**config.mk**
```make
export PLATFORM = sky130hd
export DESIGN_NAME = bus_stream_fifo_device
export DESIGN_NICKNAME = d
export VERILOG_FILES = /design/src/rtl/bus_stream_fifo_device.sv
export SDC_FILE = /design/constraint.sdc
export NUM_CORES = 1
export LEC_CHECK = 0
export CORE_ASPECT_RATIO = 1.1
export CORE_MARGIN = 3
export CORE_UTILIZATION = 45
export CTS_CLUSTER_SIZE = 25
export DETAILED_ROUTE_END_ITERATION = 10
export PLACE_DENSITY = 0.67
export SLEW_MARGIN = 20
export SYNTH_ARGS = -nofsm -noshare
export SYNTH_HDL_FRONTEND = slang
export SYNTH_SLANG_ARGS = --single-unit
```
**constraint.sdc**
```tcl
create_clock -name clk -period 6.05 [get_ports clk]
set_input_delay 0.9075 -clock clk [delete_from_list [all_inputs] [get_ports clk]]
set_output_delay 0.9075 -clock clk [all_outputs]
set_load 0.02 [all_outputs]
```
**src/rtl/bus_stream_fifo_device.sv**
```systemverilog
// bus_stream_fifo_device: bus responder bridging DATA accesses to a TX and an RX stream FIFO.
module bus_stream_fifo_device #(
    parameter logic [31:0] BASE_ADDR = 32'h8000_0000,
    parameter int          DEPTH     = 16
) (
    input  logic        clk,
    input  logic        rst_n,
    input  logic [31:0] bus_address,
    input  logic [31:0] bus_data_write,
    input  logic [3:0]  bus_write_mask,
    input  logic        bus_ren,
    input  logic        bus_wen,
    output logic [31:0] bus_data_read,
    output logic        bus_ready,
    output logic        bus_active,
    output logic [31:0] tx_data,
    output logic        tx_valid,
    input  logic        tx_ready,
    input  logic [31:0] rx_data,
    input  logic        rx_valid,
    output logic        rx_ready
);
    localparam int AW = $clog2(DEPTH);
    localparam int CW = AW + 1;

    typedef enum logic {IDLE, RESP} state_t;
    state_t state_q, state_d;

    logic [31:0]   tx_mem_q [DEPTH];
    logic [31:0]   rx_mem_q [DEPTH];
    logic [AW-1:0] tx_wp_q, tx_rp_q, rx_wp_q, rx_rp_q;
    logic [CW-1:0] tx_cnt_q, tx_cnt_d, rx_cnt_q, rx_cnt_d;
    logic          tx_ovf_q, tx_ovf_d, rx_udf_q, rx_udf_d;
    logic [31:0]   rdata_q, rdata_d;
    logic [1:0]    off;
    logic [31:0]   wdata, status;
    logic          acc, wr, rd, ctrl;
    logic          tx_full, tx_empty, rx_full, rx_empty;
    logic          tx_push, tx_pop, rx_push, rx_pop;
    logic          tx_flush, rx_flush, tx_clr, rx_clr;

    // Shifts keep the ignored low address bits referenced without slicing them away.
    assign bus_active = (bus_address >> 4) == (BASE_ADDR >> 4);
    assign off        = 2'(bus_address >> 2);
    assign acc        = state_q == IDLE && bus_active && (bus_ren || bus_wen);
    assign wr         = acc && bus_wen;
    assign rd         = acc && bus_ren && !bus_wen;
    assign wdata      = bus_data_write & {{8{bus_write_mask[3]}}, {8{bus_write_mask[2]}},
                                          {8{bus_write_mask[1]}}, {8{bus_write_mask[0]}}};

    assign tx_full  = tx_cnt_q == CW'(DEPTH);
    assign tx_empty = tx_cnt_q == '0;
    assign rx_full  = rx_cnt_q == CW'(DEPTH);
    assign rx_empty = rx_cnt_q == '0;

    assign tx_push  = wr && off == 2'd0 && !tx_full;
    assign tx_pop   = tx_valid && tx_ready;
    assign rx_push  = rx_valid && rx_ready;
    assign rx_pop   = rd && off == 2'd0 && !rx_empty;

    assign ctrl     = wr && off == 2'd2 && bus_write_mask[0];
    assign tx_flush = ctrl && bus_data_write[0];
    assign rx_flush = ctrl && bus_data_write[1];
    assign tx_clr   = ctrl && bus_data_write[4];
    assign rx_clr   = ctrl && bus_data_write[5];

    assign status = {8'd0, 8'(rx_cnt_q), 8'(tx_cnt_q), 2'b00, rx_udf_q, tx_ovf_q,
                     rx_empty, rx_full, tx_empty, tx_full};

    always_comb begin
        state_d  = acc ? RESP : IDLE;
        rdata_d  = !rd ? '0 :
                   off == 2'd0 ? (rx_empty ? '0 : rx_mem_q[rx_rp_q]) :
                   off == 2'd1 ? status : '0;
        tx_cnt_d = tx_flush ? '0 : tx_cnt_q + CW'(tx_push) - CW'(tx_pop);
        rx_cnt_d = rx_flush ? '0 : rx_cnt_q + CW'(rx_push) - CW'(rx_pop);
        tx_ovf_d = (wr && off == 2'd0 && tx_full) || (tx_ovf_q && !tx_clr);
        rx_udf_d = (rd && off == 2'd0 && rx_empty) || (rx_udf_q && !rx_clr);
    end

    always_ff @(posedge clk) begin
        if (!rst_n) state_q <= IDLE;
        else        state_q <= state_d;
    end

    always_ff @(posedge clk) begin
        if (!rst_n) begin
            tx_wp_q  <= '0;
            tx_rp_q  <= '0;
            rx_wp_q  <= '0;
            rx_rp_q  <= '0;
            tx_cnt_q <= '0;
            rx_cnt_q <= '0;
            tx_ovf_q <= 1'b0;
            rx_udf_q <= 1'b0;
            rdata_q  <= '0;
        end else begin
            tx_wp_q  <= tx_flush ? '0 : tx_wp_q + AW'(tx_push);
            tx_rp_q  <= tx_flush ? '0 : tx_rp_q + AW'(tx_pop);
            rx_wp_q  <= rx_flush ? '0 : rx_wp_q + AW'(rx_push);
            rx_rp_q  <= rx_flush ? '0 : rx_rp_q + AW'(rx_pop);
            tx_cnt_q <= tx_cnt_d;
            rx_cnt_q <= rx_cnt_d;
            tx_ovf_q <= tx_ovf_d;
            rx_udf_q <= rx_udf_d;
            rdata_q  <= rdata_d;
        end
    end

    always_ff @(posedge clk) begin
        if (tx_push) tx_mem_q[tx_wp_q] <= wdata;
        if (rx_push) rx_mem_q[rx_wp_q] <= rx_data;
    end

    assign bus_ready     = state_q == RESP;
    assign bus_data_read = bus_ready ? rdata_q : '0;
    assign tx_valid      = !tx_empty;
    assign tx_data       = tx_empty ? '0 : tx_mem_q[tx_rp_q];
    assign rx_ready      = !rx_full;
endmodule

```
==> reports/results.txt, run 1 <==
CP Capture Type: primary output
DP Wirelength: 52,300 um
Synthesized area: 41,900 um^2
Placeable Area: 91,700 um^2
Syn Inst Count: 1,885
CP startpoint kind: flip-flop
Post-CTS Hold Buffers: 0
# IOs: 174
Die width: 297 um
Final setup viols: 0
Num Clock Sinks: 1,085
Vias per Instance: 5.64
Switch share: 0.233
Worst path cell trace: buf_12 > buf_16 > mux4_2 > mux4_2 > and2_1 > clkdlybuf4s50_1
Clock-pin slew on the worst setup and hold paths: 0.06 ns
Core Util, Final: 0.533
Syn. warnings: 0
Prevailing post-synth register cell: edfxtp_1
Slack of the critical path: 1.31 ns
Yosys top cell area share: 0.734
Final hold violation count: 0
Initial antenna violation count: 11
Post-synth top area cell: edfxtp_1
Multi-input logic area: 9570 um^2
Fmax: 211 MHz
First-pass GRT wire length: 138,000 um
GRT overflow: 0
Count of buffer and inverter cells on the critical path: 3
Initial DRC Count: 1,882
Worst VDD drop: 0.287 mV
Min Tclk post-route: 4.74 ns
Vias in the first global route: 21,000
Register area: 32,000 um^2
Tcrit/Tclk final: 0.783
Initial Util: 0.457
GPL Wtd Cong: 0.765
Most frequent cells after synthesis: edfxtp_1 (1,024), mux4_2 (290), and2_1 (114)
I/O Buffers: 171
Routed len/inst: 26.6 um
Slew margin rel.: 0.240
Number of flops mapped to enable cells by yosys: 1,024
Fill count: 7,009
Total number of vias: 19,500
Unrepaired setup endpoints after global routing: no
WP data arrival: 3.83 ns
Post-CTS setup buffer count: 0
Post-synthesis async set-or-reset flop share: 0
Sequential Power Share: 0.491
Tot GR Track Use: 0.192
Cell-internal power: 13.2 mW
Clock Tree Buf Depth: 3
Synthesized area per cell: 22.2 um^2
Hold/Removal Path Class: flip-flop to flip-flop
Routed Antenna Nets: 0
WP data required: 5.14 ns
Post-CTS sizing: 0
Die ar.: 96,800 um^2
Switch Pwr: 4.01 mW
Dpl ws: 1.12 ns
Status: finished clean
Layout area overhead: 16.7%
Crit Path Max Fanout: 71
CP delay by family, top: buffers and inverters
Largest net degree at the start of global routing: 129
Placed Cells: 3,256
Top post-synthesis cells by area: edfxtp_1 (73%), mux4_2 (16%), dfxtp_1 (2.9%)
Cell Rows: 116
Pwr/cell area: 352 nW/um^2
Syn nets: 2,013
Layout cells sized above 1: 0.263
Gate power share: 0.135
Slew at the pin closest to its max-slew limit: 1.14 ns
Worst-skew pair later-pin latency: 0.68 ns
Most used cell, CP: mux4_2
Crit Path Class: flip-flop to primary output
First drt pass iteration count: 5
Nets: 2,253
DRT Wirelength: 92,000 um
H-tree levels: 3
Register area share after synthesis: 0.763
Max-slew violation count: 0
Clock Power Share: 0.373
Pleak: 15.4 nW
DR DRC count: 0
Critical-path top delay cell: mux4_2
CTS tree: built
Worst clock skew: 0.0488 ns
Synthesized flop and latch total: 1,085
Synth cell types: 46
Most numerous cell in the Yosys netlist: edfxtp_1
CTS Buf Count: 105
Post-Layout Cell Count: 3,459
TNS Setup: 0 ns
Max stage delay on crit path: 0.59 ns
CTS Root Cell: clkbuf_16
Max_cap viols: 0
Die Ht: 326 um
-- worst paths after layout --
| kind | start | endpoint | slack [ns] | depth (start not counted) |
|---|---|---|---|---|
| worst max-delay path | tx_rp_q[0] | tx_data[6] | 1.31 | 6 |
| worst min-delay path | rx_udf_q | rx_udf_q | 0.51 | 2 |
| worst max register to register | tx_cnt_q[3] | tx_cnt_q[4] | 2.36 | 13 |
| worst min register to register | rx_udf_q | rx_udf_q | 0.51 | 2 |
-- layout by cell type (no fill, tap or decap), drive strengths merged, types with 2 or more instances in the layout --
cell type / instances
a21o: 2
a21oi: 5
a22o: 16
and2: 114
and3: 2
and4: 2
buf: 57
bufinv: 9
clkbuf: 130
clkdlybuf4s50: 171
clkinv: 52
clkinvlp: 4
dfxtp: 61
diode: 4
edfxtp: 1024
fa: 2
ha: 20
inv: 28
mux2: 30
mux2i: 15
mux4: 290
nand2: 10
nand2b: 12
nand3: 7
nand3b: 3
nand4: 3
nor2: 52
nor2b: 2
nor3: 15
nor4: 14
nor4b: 3
nor4bb: 3
o21ai: 2
o221ai: 15
o22ai: 16
o41ai: 3
or3: 2
xnor2: 8
xor2: 6
-- sequential cells by signal, indices dropped and copies added (netlist names) --
name / cells
tx_wp_q: 4
rx_mem_q: 512
rx_cnt_q: 5
tx_rp_q: 4
tx_mem_q: 512
rx_wp_q: 4
tx_cnt_q: 5
rx_udf_q: 1
tx_ovf_q: 1
rdata_q: 32
rx_rp_q: 4
bus_ready: 1
-- routing by layer --
layer	wire [um]	part of all wire	track usage
met1	35300	0.38	0.242
met2	48000	0.52	0.333
met3	6210	0.068	0.0422
met4	2480	0.027	0.0589
met5	46	0.00050	0
-- power groups by stage --
stage,registers [mW],clock network [mW],logic [mW]
6_report,8.46,6.43,2.33
5_1_grt,8.48,6.90,2.52
4_1_cts,8.46,6.58,2.38
3_5_place_dp,8.62,0,2.37
3_3_place_gp,8.61,0,2.33
2_1_floorplan,8.56,0,1.60
-- area by class of cell --
cell class	instances	share of cell area
sequential	1085	0.654
antenna	4	0.000205
inverter	25	0.00192
clock inverter	68	0.0138
tap	1239	0.0317
timing repair buffer	228	0.0457
clock buffer	130	0.0567
multi-input combinational	680	0.196
-- stage by stage --
stage          instance area [um^2]  hold WS, ns  power [mW]
6_report                      48900        0.511        17.2
4_1_cts                       48900        0.514        17.4
3_3_place_gp                  45400        0.481        10.9
2_1_floorplan                 41900        0.447        10.2
3_5_place_dp                  45400        0.501        11.0
5_1_grt                       48900        0.547        17.9
-- cell families (layout without fill, tap and decap cells) --
group,after synthesis,count (layout),share of synthesized area
AND/OR/NAND/NOR,248,248,0.0341
buffers and inverters,120,451,0.0136
adder cells (fa/ha/maj),22,22,0.00693
XOR/XNOR,14,14,0.00293
AO/OA/AOI/OAI,61,61,0.0120
multiplexers,335,335,0.167
flip-flops,1085,1085,0.763
other,0,4,0
-- tightest hold or removal path, stage by stage (launching register included) --
cell	delay, ns
dfxtp_1	0.33
nand2_1	0.06
o22ai_1	0.07
(Power assumes the default switching activity.)
==> inputs of run 2 (changes only) <==
- clock period: 6.05 -> 4.86 ns (I/O delays scaled with it)
==> reports/results.txt, run 2 (same netlist as run 1, synthesis figures left out) <==
Status: finished clean
Worst clock skew: 0.0353 ns
Finished Cell Area: 49,000 um^2
Unrepaired setup endpoints after global routing: no
Placeable Area: 91,700 um^2
Clock Power Share: 0.375
First drt pass iteration count: 5
Vias in the first global route: 21,000
Hold depth: 2
Critical-path top delay cell: clkdlybuf4s50_1
H-tree levels: 3
Layout cells sized above 1: 0.262
Core Util, Final: 0.535
Max-slew violation count: 0
DRT Wirelength: 93,600 um
Pleak: 15.5 nW
I/O Buffers: 171
DR DRC count: 0
GRT overflow: 0
Max_cap viols: 0
Most common cell after layout, fill and taps aside: edfxtp_1
Sequential Power Share: 0.488
Switch share: 0.233
Routed len/inst: 27.0 um
Most used cell, CP: clkdlybuf4s50_1
Switch Pwr: 5.02 mW
Tcrit/Tclk final: 0.864
Final setup viols: 0
Gate power share: 0.137
Total number of vias: 19,800
Crit Path Class: primary input to primary output
Min Tclk post-route: 4.20 ns
Post-CTS setup buffer count: 0
First-pass GRT wire length: 139,000 um
Cell Rows: 116
Worst path cell trace: clkdlybuf4s50_1 > nor4b_1 > nand4_2 > nor2_1 > clkdlybuf4s50_1
CTS tree: built
R2R Path End: rx_cnt_q[4]
Tot GR Track Use: 0.195
Layout area overhead: 17.0%
Hold/Removal Path Class: flip-flop to flip-flop
GPL Wtd Cong: 0.776
Clock Tree Buf Depth: 3
DP Area: 45,600 um^2
Nets: 2,265
CTS Root Cell: clkbuf_16
Largest net degree at the start of global routing: 68
Crit Path Max Fanout: 7
Post-CTS sizing: 0
Initial antenna violation count: 12
Post-Layout Cell Count: 3,468
Worst VDD drop: 0.358 mV
Slew margin rel.: 0.284
Initial DRC Count: 1,829
WHS: 0.511 ns
Max stage delay on crit path: 0.71 ns
Pwr/cell area: 439 nW/um^2
Routed Antenna Nets: 0
Min-delay src: rx_udf_q
Cell-internal power: 16.5 mW
Placed Cells: 3,269
Worst-skew pair later-pin latency: 0.69 ns
FF-to-FF setup slack: 1.49 ns
Slew at the pin closest to its max-slew limit: 1.07 ns
Reg2reg path depth: 14
Clock-pin slew on the worst setup and hold paths: 0.06 ns
Vias per Instance: 5.69
Final hold violation count: 0
Fmax: 238 MHz
WP data arrival: 3.47 ns
CP Capture Type: primary output
Die ar.: 96,800 um^2
Launching point of the worst reg2reg path: rx_cnt_q[3]
Leading registers by flop count: rx_mem_q: 512 flops, tx_mem_q: 512 flops, rdata_q: 32 flops
WP data required: 4.13 ns
# IOs: 174
Power Total: 21.5 mW
Post-CTS Hold Buffers: 0
Die width: 297 um
Most frequent cells in the layout: edfxtp_1 (1,024), mux4_2 (290), clkdlybuf4s50_1 (171)
Initial Util: 0.457
DP Wirelength: 51,900 um
Num Clock Sinks: 1,085
CP startpoint kind: primary input
CTS Buf Count: 105
Die Ht: 326 um
Hold worst-path end: rx_udf_q
-- run 2: cell count changes in the layout (fill, tap and decap cells not counted), moves of 2 or more --
cell	change
diode_2	+3
buf_12	+6
clkinv_1	+2
clkinv_2	-8
buf_4	+7
-- run 2: how the worst max path moves through the flow --
stage	startpoint	endpoint	slack (ns)	depth (start not counted)
finish	bus_address[13]	bus_active	0.66	5
detailed placement	bus_address[13]	rx_cnt_q[4]	0.14	14
global route	bus_address[13]	bus_active	0.57	5
floorplan	bus_address[13]	tx_mem_q[1][0]	-0.39	4
CTS	tx_rp_q[0]	tx_data[6]	0.66	5
global placement	bus_address[13]	rx_cnt_q[4]	0.32	14
-- run 2: metrics by stage --
step | TNS [ns] | setup WS (ns)
after floorplan | -75.20 | -0.392
after global placement | 0 | 0.319
after detailed placement | 0 | 0.139
after CTS | 0 | 0.663
after global routing | 0 | 0.571
final | 0 | 0.663
-- run 2: routing by layer --
layer | GRT usage | part of all wire
met1 | 0.248 | 0.39
met2 | 0.335 | 0.51
met3 | 0.0436 | 0.072
met4 | 0.0599 | 0.026
met5 | 0 | 0.00033
-- run 2: final cells by class --
cell class                 instances  area (um^2)
fill                            7022        42700
sequential                      1085        32000
multi-input combinational        680         9560
clock buffer                     131         2790
timing repair buffer             240         2380
tap                             1239         1550
clock inverter                    61          649
inverter                          25         93.8
antenna                            7         17.5
-- run 2: worst max-delay path: cells and delay by family --
family        cells  cell delay, ns
buf+inv           2            1.11
simple gates      3            1.62
-- run 2: power groups by stage --
stage	clock network [mW]	registers [mW]	logic (mW)
2_1_floorplan	0	10.7	1.99
4_1_cts	8.23	10.5	3.01
6_report	8.06	10.5	2.95
3_3_place_gp	0	10.7	2.93
3_5_place_dp	0	10.7	3.00
5_1_grt	8.60	10.5	3.18
